`config.mk`:
```
export PLATFORM = sky130hd
export DESIGN_NAME = zx_screen_fetch_flat
export DESIGN_NICKNAME = d
export VERILOG_FILES = /design/src/rtl/zx_video_pkg.sv /design/src/rtl/zx_screen_fetch_if.sv /design/src/rtl/zx_pixel_shifter.sv /design/src/rtl/zx_screen_fetch.sv /design/src/flat_wrapper.sv
export SDC_FILE = /design/constraint.sdc
export NUM_CORES = 1
export LEC_CHECK = 0
export BUFFER_PORTS_ARGS = -buffer_cell sky130_fd_sc_hd__buf_2
export CORE_MARGIN = 1
export CORE_UTILIZATION = 54
export CTS_CLUSTER_DIAMETER = 30
export DETAILED_ROUTE_END_ITERATION = 16
export PLACE_DENSITY = 0.8
export SLEW_MARGIN = 10
export SYNTH_ARGS = -nofsm -noshare
export SYNTH_HDL_FRONTEND = slang
export SYNTH_SLANG_ARGS = --single-unit
```
`constraint.sdc`:
```
create_clock -name clk -period 2.92 [get_ports clk]
set_input_delay 0.292 -clock clk [delete_from_list [all_inputs] [get_ports clk]]
set_output_delay 0.292 -clock clk [all_outputs]
set_load 0.005 [all_outputs]
```
`src/rtl/zx_video_pkg.sv`:
```
// Shared ZX Spectrum video definitions: screen geometry, colour index layout,
// interrupt states and the display-file / attribute address maps.
package zx_video_pkg;

  localparam int          SCR_W     = 256;
  localparam int          SCR_H     = 192;
  localparam logic [12:0] ATTR_BASE = 13'h1800;

  typedef struct packed {
    logic bright;
    logic g;
    logic r;
    logic b;
  } colour_t;

  typedef enum logic {
    INT_IDLE,
    INT_PULSE
  } int_state_t;

  // The display file interleaves lines: third, line-in-char, char-row, column.
  function automatic logic [12:0] pix_addr(input logic [7:0] sy, input logic [4:0] col);
    return {sy[7:6], sy[2:0], sy[5:3], col};
  endfunction

  function automatic logic [12:0] attr_addr(input logic [7:0] sy, input logic [4:0] col);
    return ATTR_BASE | {3'b000, sy[7:3], col};
  endfunction

endpackage

```
`src/rtl/zx_screen_fetch_if.sv`:
```
// Video RAM read ports B (display file) and C (attributes), both 1-cycle latency.
interface zx_screen_fetch_if;
  logic [12:0] vga_addr;
  logic [7:0]  vga_data;
  logic [12:0] attr_addr;
  logic [7:0]  attr_data;

  modport master (output vga_addr, attr_addr, input vga_data, attr_data);
  modport slave  (input vga_addr, attr_addr, output vga_data, attr_data);
endinterface

```
`src/rtl/zx_pixel_shifter.sv`:
```
// Byte holding registers, 2x-doubled MSB-first shifter and ink/paper/flash/border
// colour selection, with a two-stage output pipeline.
module zx_pixel_shifter
  import zx_video_pkg::*;
(
  input  logic       clk,
  input  logic       reset_n,
  input  logic       cap_en_i,
  input  logic       load_en_i,
  input  logic       in_scr_i,
  input  logic       flash_phase_i,
  input  logic [2:0] border_i,
  input  logic [7:0] vga_data_i,
  input  logic [7:0] attr_data_i,
  output logic [3:0] pix_color_o
);

  logic [7:0] hold_pix_q, hold_pix_d, hold_attr_q, hold_attr_d;
  logic [7:0] shift_q, shift_d, attr_q, attr_d;
  logic       dbl_q, dbl_d;
  logic       ink_sel;
  colour_t    pix_d, pix1_q, pix2_q;

  always_comb begin
    hold_pix_d  = hold_pix_q;
    hold_attr_d = hold_attr_q;
    shift_d     = shift_q;
    attr_d      = attr_q;
    dbl_d       = ~dbl_q;
    if (cap_en_i) begin
      hold_pix_d  = vga_data_i;
      hold_attr_d = attr_data_i;
    end
    // A byte load restarts the doubling phase so each pixel spans exactly two clocks.
    if (load_en_i) begin
      shift_d = hold_pix_q;
      attr_d  = hold_attr_q;
      dbl_d   = 1'b0;
    end else if (dbl_q) begin
      shift_d = {shift_q[6:0], 1'b0};
    end

    ink_sel = shift_q[7] ^ (attr_q[7] & flash_phase_i);
    if (in_scr_i) begin
      pix_d = colour_t'({attr_q[6], ink_sel ? attr_q[2:0] : attr_q[5:3]});
    end else begin
      pix_d = colour_t'({1'b0, border_i});
    end
  end

  always_ff @(posedge clk) begin
    if (!reset_n) begin
      hold_pix_q  <= '0;
      hold_attr_q <= '0;
      shift_q     <= '0;
      attr_q      <= '0;
      dbl_q       <= 1'b0;
      pix1_q      <= '0;
      pix2_q      <= '0;
    end else begin
      hold_pix_q  <= hold_pix_d;
      hold_attr_q <= hold_attr_d;
      shift_q     <= shift_d;
      attr_q      <= attr_d;
      dbl_q       <= dbl_d;
      pix1_q      <= pix_d;
      pix2_q      <= pix1_q;
    end
  end

  assign pix_color_o = pix2_q;

endmodule

```
`src/rtl/zx_screen_fetch.sv`:
```
// Spectrum screen fetch stage: raster-driven RAM addressing, flash frame counter
// and CPU frame interrupt, feeding the pixel serialiser.
module zx_screen_fetch
  import zx_video_pkg::*;
#(
  parameter int X0       = 64,
  parameter int Y0       = 48,
  parameter int INT_LINE = 480,
  parameter int INT_CLKS = 228
) (
  input  logic              clk,
  input  logic              reset_n,
  input  logic [9:0]        x,
  input  logic [9:0]        y,
  input  logic              de,
  input  logic [2:0]        border_color,
  zx_screen_fetch_if.master ram,
  output logic [3:0]        pix_color,
  output logic              pix_de,
  output logic              n_int
);

  localparam logic [7:0] IntLoad = 8'(INT_CLKS - 1);

  logic [10:0] fx_rel, sx_rel, dy_rel;
  logic [7:0]  sy;
  logic [4:0]  kf;
  logic        line_ok, fetch_ok, in_scr, cap_en, load_en, trigger;
  logic [12:0] vga_addr_q, vga_addr_d, attr_addr_q, attr_addr_d;
  logic [4:0]  frame_q, frame_d;
  logic [7:0]  int_cnt_q, int_cnt_d;
  int_state_t  int_state_q, int_state_d;
  logic [1:0]  de_q;

  // Fetch runs one byte (16 clocks) ahead of the pixel being displayed.
  assign fx_rel   = 11'(x) + 11'd16 - 11'(X0);
  assign sx_rel   = 11'(x) - 11'(X0);
  assign dy_rel   = 11'(y) - 11'(Y0);
  assign sy       = dy_rel[8:1];
  assign kf       = fx_rel[8:4];
  assign line_ok  = dy_rel < 11'(2 * SCR_H);
  assign fetch_ok = line_ok && (fx_rel < 11'(2 * SCR_W));
  assign in_scr   = line_ok && (sx_rel < 11'(2 * SCR_W));
  assign cap_en   = fetch_ok && (fx_rel[3:0] == 4'hE);
  assign load_en  = fetch_ok && (fx_rel[3:0] == 4'hF);
  assign trigger  = (x == 10'd0) && (y == 10'(INT_LINE));

  always_comb begin
    vga_addr_d  = vga_addr_q;
    attr_addr_d = attr_addr_q;
    frame_d     = frame_q;
    int_state_d = int_state_q;
    int_cnt_d   = int_cnt_q;
    if (fetch_ok) begin
      vga_addr_d  = pix_addr(sy, kf);
      attr_addr_d = attr_addr(sy, kf);
    end
    if (trigger) begin
      frame_d     = frame_q + 5'd1;
      int_state_d = INT_PULSE;
      int_cnt_d   = IntLoad;
    end else if (int_state_q == INT_PULSE) begin
      if (int_cnt_q == 8'd0) begin
        int_state_d = INT_IDLE;
      end else begin
        int_cnt_d = int_cnt_q - 8'd1;
      end
    end
  end

  always_ff @(posedge clk) begin
    if (!reset_n) begin
      vga_addr_q  <= '0;
      attr_addr_q <= '0;
      frame_q     <= '0;
      int_state_q <= INT_IDLE;
      int_cnt_q   <= '0;
      de_q        <= '0;
    end else begin
      vga_addr_q  <= vga_addr_d;
      attr_addr_q <= attr_addr_d;
      frame_q     <= frame_d;
      int_state_q <= int_state_d;
      int_cnt_q   <= int_cnt_d;
      de_q        <= {de_q[0], de};
    end
  end

  assign ram.vga_addr  = vga_addr_q;
  assign ram.attr_addr = attr_addr_q;
  assign pix_de        = de_q[1];
  assign n_int         = (int_state_q != INT_PULSE);

  zx_pixel_shifter u_shifter (
    .clk          (clk),
    .reset_n      (reset_n),
    .cap_en_i     (cap_en),
    .load_en_i    (load_en),
    .in_scr_i     (in_scr),
    .flash_phase_i(frame_q[4]),
    .border_i     (border_color),
    .vga_data_i   (ram.vga_data),
    .attr_data_i  (ram.attr_data),
    .pix_color_o  (pix_color)
  );

endmodule

```
`src/flat_wrapper.sv`:
```
// flat-port wrapper written by rule: the top's interface ports become plain ports
module zx_screen_fetch_flat import zx_video_pkg::*;
#(
  parameter int X0       = 64,
  parameter int Y0       = 48,
  parameter int INT_LINE = 480,
  parameter int INT_CLKS = 228
)
  (clk, reset_n, x, y, de, border_color, pix_color, pix_de, n_int, ram_vga_addr, ram_attr_addr, ram_vga_data, ram_attr_data);
  zx_screen_fetch_if ram_i ();
  input  logic clk;
  input  logic reset_n;
  input  logic [9:0] x;
  input  logic [9:0] y;
  input  logic de;
  input  logic [2:0] border_color;
  output logic [3:0] pix_color;
  output logic pix_de;
  output logic n_int;
  output wire logic [$bits(ram_i.vga_addr)-1:0] ram_vga_addr;
  output wire logic [$bits(ram_i.attr_addr)-1:0] ram_attr_addr;
  input wire logic [$bits(ram_i.vga_data)-1:0] ram_vga_data;
  input wire logic [$bits(ram_i.attr_data)-1:0] ram_attr_data;
  assign ram_vga_addr = ram_i.vga_addr;
  assign ram_attr_addr = ram_i.attr_addr;
  assign ram_i.vga_data = ram_vga_data;
  assign ram_i.attr_data = ram_attr_data;
  zx_screen_fetch #(.X0(X0), .Y0(Y0), .INT_LINE(INT_LINE), .INT_CLKS(INT_CLKS)) u_core (.clk(clk), .reset_n(reset_n), .x(x), .y(y), .de(de), .border_color(border_color), .ram(ram_i), .pix_color(pix_color), .pix_de(pix_de), .n_int(n_int));
endmodule
```
==> metrics.cfg, run 1 <==
[outcome]
status = finished clean

[setup_path]
cp_num_buf_inv = 2
crit_family = simple AND/OR/NAND/NOR gates
path_cells = buf_2 > ha_1 > nand2b_1 > a221oi_2 > o31ai_2 > or4b_1 > buf_4 > mux2i_1
slowest_delay_ns = 0.72
crit_cells = 8
arrival_ns = 2.47
start_kind = primary input
reg2reg_slack_ns = 1.07
r2r_start = u_core.int_cnt_q[0]
reg2reg_depth = 7
setup.worst_path.end_class = register
critPathMaxFanout = 7
crit_type = primary input to register
r2r_end = u_core.int_cnt_q[1]
required_ns = 3.16
cp_slowest_cell = or4b_1

[timing]
setup_tns_ns = 0
finClkSkew_ns = 0.00812
setup_slack_ns = 0.685
slew_headroom_pct = 38.1
rsz0062_at_grt = no
slew_violations = 0
period_needed_ns = 2.23
setup_violations = 0
fin_crit_sh_pct = 76.5
tightestPinTransition_ns = 0.925
finalHoldViolations = 0
hold_ws_ns = 0.151
fmax_mhz = 448

[die]
rows = 27
die_y_um = 79.8
initial_core_util_pct = 57.6
die-area_sq_um = 6370
core_area_sq_um = 5680
die_w_um = 79.8
top_level_ports = 74

[global_routing]
grt_max_degree = 93
grt_pass1_vias = 2379
antenna_found_initial = 0
grt_pass1_wl_um = 10500
grt_overflow_total = 0
grt_usage_pct = 21.7

[clock_tree]
cts-hold-fix-buffers = 0
postCtsSetupRepairBufs = 0
cts.reportedPaths.clkPinSlew_ns = 0.08
cts-buffers-inserted = 9
clock-root-buffer = clkbuf_8
insertion_delay_ns = 0.35
htreeDepth = 3
cts_tree = yes
cts.sinks = 71
cts-resized-gates = 0
clk_path_buf_depth = 2

[synth]
synth_edf_count = 0
ys_ff_latch = 71
synth_ff_type = dfxtp_1
ys_async_sr_fraction_pct = 0
synth_nets = 393
syn_area_per_cell_sq_um = 9.51
synth_seq_area_share_pct = 43.4
syn_area_sq_um = 3270
syn_inst = 344
synth_cell_types = 45
synth-warning-count = 0

[route]
dr.pass1.iters = 4
wl_per_cell_um = 13.0
vias_per_cell = 5.28
vias = 2527
drt-total-wl_um = 6230
drc = 0
drtIter0Drc = 121
ant_nets = 0

[min_path]
min_to = u_core.de_q[0]
hold_path.class = primary input to register
hold_depth = 2
hold_path.startpoint = de

[pwr]
p_int_mw = 1.56
p_leak_nw = 1.78
powerDensity_nw_per_um2 = 543
clock_power_share_pct = 42.3
power_frac_seq_pct = 48.9
power_mw = 2.06
ir_drop_mv = 0.335
power_frac_comb_pct = 8.8
p_switching_uw = 499
switching_share_pct = 24.2

[layout]
drive_gt1_share_pct = 26.5
final_cells = 479
fin_util_pct = 66.8
diodes = 0
final_nets = 451
fillers = 474
area_growth_pct = 15.9
design_area_sq_um = 3790

[placement]
placed_area_sq_um = 3570
dp_hpwl_um = 4270
io_buffers = 72
dp.cells = 463
routabilityCongestion = 0.827
post-place-ws_ns = 0.362

[flow_run]
maxCapViolCount = 0

-- placed cells by master (no fill, tap or decap), drive strengths merged, types with 2 or more instances in the layout --
cell / synthesis / routed
bufinv: 0 / 2
nand3: 11 / 11
o31a: 3 / 3
a21oi: 4 / 4
nand2: 68 / 68
xor2: 2 / 2
o211a: 9 / 9
nor3: 4 / 4
nor4: 5 / 5
nand4: 7 / 7
xnor2: 12 / 12
o21ai: 7 / 7
and3: 2 / 2
nor2: 10 / 10
clkinv: 0 / 4
and2: 13 / 13
a21boi: 6 / 6
mux2: 8 / 8
inv: 6 / 7
clkbuf: 13 / 9
nor4b: 3 / 3
buf: 16 / 76
dfxtp: 71 / 71
mux2i: 39 / 39
nor2b: 3 / 3
ha: 7 / 7
o21a: 2 / 2
-- cell usage after synthesis, types with 2 or more instances --
master | n | area [sq um]
nor3_1 | 4 | 20.0
and3_1 | 2 | 12.5
xor2_1 | 2 | 17.5
dfxtp_1 | 71 | 1420
o211a_1 | 9 | 90.1
mux2_2 | 8 | 90.1
nor2b_1 | 3 | 18.8
nand2_1 | 68 | 255
nor4_1 | 4 | 25.0
clkbuf_1 | 13 | 48.8
xnor2_1 | 12 | 105
o31a_1 | 2 | 17.5
ha_1 | 7 | 87.6
mux2i_1 | 39 | 390
a21oi_1 | 4 | 20.0
o21ai_0 | 6 | 30.0
inv_1 | 6 | 22.5
buf_4 | 13 | 97.6
nand3_1 | 11 | 55.1
o21a_1 | 2 | 15.0
nor4b_1 | 2 | 17.5
nand4_1 | 7 | 43.8
nor2_1 | 10 | 37.5
and2_1 | 13 | 81.3
a21boi_0 | 6 | 45.0
-- sequential cells by signal, indices dropped and copies added (netlist names), 4 cells and up --
name / cells
u_core.frame_q: 5
u_core.int_cnt_q: 8
u_core.ram.vga_addr: 12
u_core.u_shifter.attr_q: 8
u_core.u_shifter.hold_attr_q: 8
u_core.u_shifter.hold_pix_q: 8
u_core.u_shifter.pix1_q: 4
u_core.u_shifter.pix_color_o: 4
u_core.u_shifter.shift_q: 8
-- worst max-delay path by stage --
stage	startpoint	endpoint	slack [ns]
2_1_floorplan	y[4]	u_core.u_shifter.shift_q[0]	0.77
3_3_place_gp	y[4]	u_core.u_shifter.attr_q[6]	0.43
3_5_place_dp	y[4]	u_core.u_shifter.attr_q[5]	0.36
4_1_cts	y[4]	u_core.u_shifter.attr_q[4]	0.71
5_1_grt	y[4]	u_core.u_shifter.attr_q[1]	0.58
6_report	y[4]	u_core.u_shifter.attr_q[4]	0.69
-- kinds of logic (layout without fill, tap and decap cells) --
logic type                 Yosys count  after routing  synth area share (%)
and+or+nand+nor                    136            136                  21.1
DFF                                 71             71                  43.4
muxes                               47             47                  14.7
buffers and inverters               35             98                  6.23
AOI/OAI and AO/OA                   33             33                  7.95
xor gates and xnor gates            14             14                  3.75
adders and majority gates            7              7                  2.68
other                                1              1                 0.115
-- metal layers --
metal,vias to the layer above,wire length [um],track usage [%]
met3,12,315,6.97
met5,-,0,0
met1,1149,2830,25.8
met4,0,135,9.29
met2,72,2940,35.6
li1,1294,-,-
-- power groups by stage --
stage / Sequential, mW / Combinational [mW] / Clock [mW]
after floorplan: 1.03 / 0.115 / 0
after global placement: 1.03 / 0.176 / 0
after detailed placement: 1.03 / 0.179 / 0
after CTS: 1.01 / 0.181 / 0.887
after global routing: 1.01 / 0.202 / 0.930
final: 1.01 / 0.181 / 0.871
-- final cells by class --
class	instances	area [sq um]	share of cell area (%)
clock inverter	7	96.3	2.54
clock buffer	9	124	3.27
multi-input combinational	238	1650	43.4
inverter	6	22.5	0.594
sequential	71	1420	37.5
tap	72	90.1	2.38
timing repair buffer	76	390	10.3
No activity file was read; power rests on OpenSTA's default activity.
==> inputs of run 2 (changes only) <==
- ABC_AREA: default -> 1
- CORE_UTILIZATION: 54 -> 49
- PLACE_DENSITY: 0.8 -> 0.76
- clock period: 2.92 -> 2.05 ns (I/O delays scaled with it)
==> run 2 against run 1 <==
Compared with the run above: sequential share of layout area decreased by 1.9 points; cell count increased by 27%; synthesized cell count increased by 34%; global-route usage increased by 0.21 points; synthesized area increased by 4.0%; critical path type is now register to register; critical endpoint is now u_core.int_cnt_q[2]; largest power group unchanged.
==> metrics.cfg, run 2 <==
[outcome]
status = finished clean

[layout]
fillers = 656  ; +38%
final_common_cell = nand2_1
diodes = 0  ; unchanged
fin_util_pct = 59.1  ; -7.7 points
area_growth_pct = 17.4
final_nets = 570  ; +26%
mostFrequentLayoutCells = 102 x nand2_1, 72 x buf_2, 71 x dfxtp_1
drive_gt1_share_pct = 21.5  ; -5.1 points
largest_register_ff_count = 12  ; unchanged

[pwr]
clock_power_share_pct = 44.4  ; +2.1 points
power_frac_comb_pct = 9.7  ; +0.9 points
p_int_mw = 2.41  ; +54%
power_frac_seq_pct = 45.9  ; -3.0 points
powerDensity_nw_per_um2 = 786  ; +45%
p_leak_nw = 1.85  ; +4.2%
p_switching_uw = 726  ; +46%
ir_drop_mv = 0.468  ; +40%
switching_share_pct = 23.2  ; -1.1 points

[timing]
setup_violations = 0  ; unchanged
fmax_mhz = 579
fin_crit_sh_pct = 84.2
period_needed_ns = 1.73
setup_tns_ns = 0  ; unchanged
rsz0062_at_grt = no
finalHoldViolations = 0  ; unchanged
slew_violations = 0  ; unchanged
finClkSkew_ns = 0.00827  ; +0.000152 ns

[synth]
synth_top_area_share_pct = 41.8  ; -1.7 points
synth_common_cells = 102 x nand2_1, 71 x dfxtp_1, 52 x nand3_1, 47 x inv_1, 45 x a21oi_1
synth_nets = 509  ; +30%
syn_area_sq_um = 3400  ; +4.0%
synth_ff_type = dfxtp_1
synthTopCellsByArea = dfxtp_1 42%, nand2_1 11%, nand3_1 7.6%
yosysMostFrequentCell = nand2_1
synth-warning-count = 0  ; unchanged
synth_edf_count = 0  ; unchanged
ys_async_sr_fraction_pct = 0  ; unchanged
syn_area_per_cell_sq_um = 7.40  ; -22%
post-synth-top-area-cell = dfxtp_1
syn_inst = 460  ; +34%
synth_seq_area_share_pct = 41.8  ; -1.7 points
synth_cell_types = 33  ; -27%
ys_ff_latch = 71  ; unchanged

[clock_tree]
cts_tree = yes
postCtsSetupRepairBufs = 0  ; unchanged
cts.sinks = 71  ; unchanged
cts-buffers-inserted = 9  ; unchanged
cts.reportedPaths.clkPinSlew_ns = 0.08  ; about the same
clk_path_buf_depth = 2  ; unchanged
clock-root-buffer = clkbuf_8
cts-hold-fix-buffers = 0  ; unchanged
insertion_delay_ns = 0.34  ; about the same
cts-resized-gates = 0  ; unchanged
htreeDepth = 3  ; unchanged

[route]
ant_nets = 0  ; unchanged
vias = 3054  ; +21%
drtIter0Drc = 142  ; +17%
wl_per_cell_um = 12.2  ; -6.1%
drt-total-wl_um = 7400  ; +19%
vias_per_cell = 5.04  ; -4.5%
dr.pass1.iters = 4  ; unchanged
drc = 0  ; unchanged

[global_routing]
grt_usage_pct = 21.9  ; +0.21 points
grt_max_degree = 32  ; -66%
grt_overflow_total = 0  ; unchanged
grt_pass1_vias = 2893  ; +22%
grt_pass1_wl_um = 12700  ; +21%
antenna_found_initial = 0  ; unchanged

[min_path]
hold_path.startpoint = de
min_to = u_core.de_q[0]
hold_depth = 3  ; +1
hold_path.class = primary input to register

[placement]
dp_hpwl_um = 5380  ; +26%
routabilityCongestion = 0.866  ; +4.8%
io_buffers = 72  ; unchanged

[die]
initial_core_util_pct = 50.4  ; -7.3 points
die_w_um = 85.3  ; +6.9%
top_level_ports = 74  ; unchanged
core_area_sq_um = 6760  ; +19%
die_y_um = 85.3  ; +6.9%
die-area_sq_um = 7280  ; +14%
rows = 30  ; +11%

[flow_run]
maxCapViolCount = 0  ; unchanged

[setup_path]
cp_slowest_cell = dfxtp_1
required_ns = 2.32  ; -0.84 ns
setup.worst_path.end_class = register
slowest_delay_ns = 0.35  ; -0.37 ns
reg2reg_slack_ns = 0.32  ; -0.75 ns
start_kind = register
crit_start = u_core.int_cnt_q[0]
path_cells = inv_1 > ha_1 > nand3_1 > nand2_1 > inv_1 > nand2_1 > or2_2 > a21oi_1
r2r_start = u_core.int_cnt_q[0]
arrival_ns = 1.99  ; -0.48 ns
reg2reg_depth = 8  ; +1
crit_type = register to register
r2r_end = u_core.int_cnt_q[2]
critPathMaxFanout = 7  ; unchanged

run 2: changes by cell type after synthesis, sizes merged, moves of 6 or more:
cell / previous run / this run
inv: 6 / 52
a21boi: 6 / 0
nand4: 7 / 18
nand2: 68 / 105
mux2: 8 / 0
nor2: 10 / 30
o21ai: 7 / 23
and2: 13 / 0
o211a: 9 / 0
xnor2: 12 / 3
a21oi: 4 / 45
nand3: 11 / 54
mux2i: 39 / 0
run 2: how the worst max path moves through the flow:
stage                                           end  slack, ns  cells past startpoint
floorplan           u_core.u_shifter.hold_attr_q[7]       0.52                     12
global placement    u_core.u_shifter.hold_attr_q[6]       0.15                     12
detailed placement           u_core.ram.vga_addr[2]        0.1                     12
CTS                             u_core.int_cnt_q[2]       0.33                      8
global route                    u_core.int_cnt_q[2]       0.16                      8
finish                          u_core.int_cnt_q[2]       0.32                      8
run 2: metrics by stage:
| stage | cells | total power, mW | setup slack [ns] | instance area (sq um) | hold slack, ns |
|---|---|---|---|---|---|
| finish | 606 | 3.14 | 0.324 | 3990 | 0.0556 |
| detailed placement | 590 | 1.77 | 0.0988 | 3740 | 0.400 |
| global route | 606 | 3.27 | 0.163 | 3990 | 0.0756 |
| global placement | 590 | 1.77 | 0.148 | 3740 | 0.391 |
| floorplan | 460 | 1.67 | 0.518 | 3400 | 0.295 |
| CTS | 606 | 3.17 | 0.326 | 3990 | 0.0453 |
run 2: critical path: cells and delay by family (launching register included):
kind                     cells  cell delay (ns)
adder cells (fa/ha/maj)      1             0.22
flip-flops                   1             0.35
AND/OR/NAND/NOR              4             0.67
buffers and inverters        2             0.30
AO/OA/AOI/OAI                1             0.12
run 2: area by class of cell:
| type | instances | area, sq um | share of cell area (%) |
|---|---|---|---|
| Clock buffer | 11 | 151 | 3.79 |
| Clock inverter | 5 | 104 | 2.60 |
| Inverter | 52 | 198 | 4.95 |
| Multi-Input combinational cell | 308 | 1590 | 39.9 |
| Sequential cell | 71 | 1420 | 35.6 |
| Tap cell | 80 | 100 | 2.51 |
| Timing Repair Buffer | 79 | 425 | 10.7 |
run 2: cell families after synthesis:
logic type      after synthesis  synth area share (%)
simple gates                220                  31.2
flops                        71                  41.8
other cells                   1                 0.110
compound gates               71                  10.7
fa+ha+maj                     7                  2.57
buf+inv                      81                  11.4
xor+xnor                      9                  2.32
run 2: routing by layer:
| metal | part of all wire (%) | track usage (%) | vias up |
|---|---|---|---|
| met5 | 0 | 0 | - |
| met4 | 0.68 | 7.12 | 0 |
| met3 | 2.7 | 4.57 | 4 |
| met2 | 52 | 39.2 | 47 |
| met1 | 45 | 26.1 | 1389 |
| li1 | - | - | 1614 |
run 2: power groups by stage:
stage | clock, mW | sequential, mW | combinational (mW)
2_1_floorplan | 0 | 1.47 | 0.205
3_3_place_gp | 0 | 1.47 | 0.300
3_5_place_dp | 0 | 1.47 | 0.304
4_1_cts | 1.43 | 1.44 | 0.305
5_1_grt | 1.49 | 1.44 | 0.338
6_report | 1.39 | 1.44 | 0.304
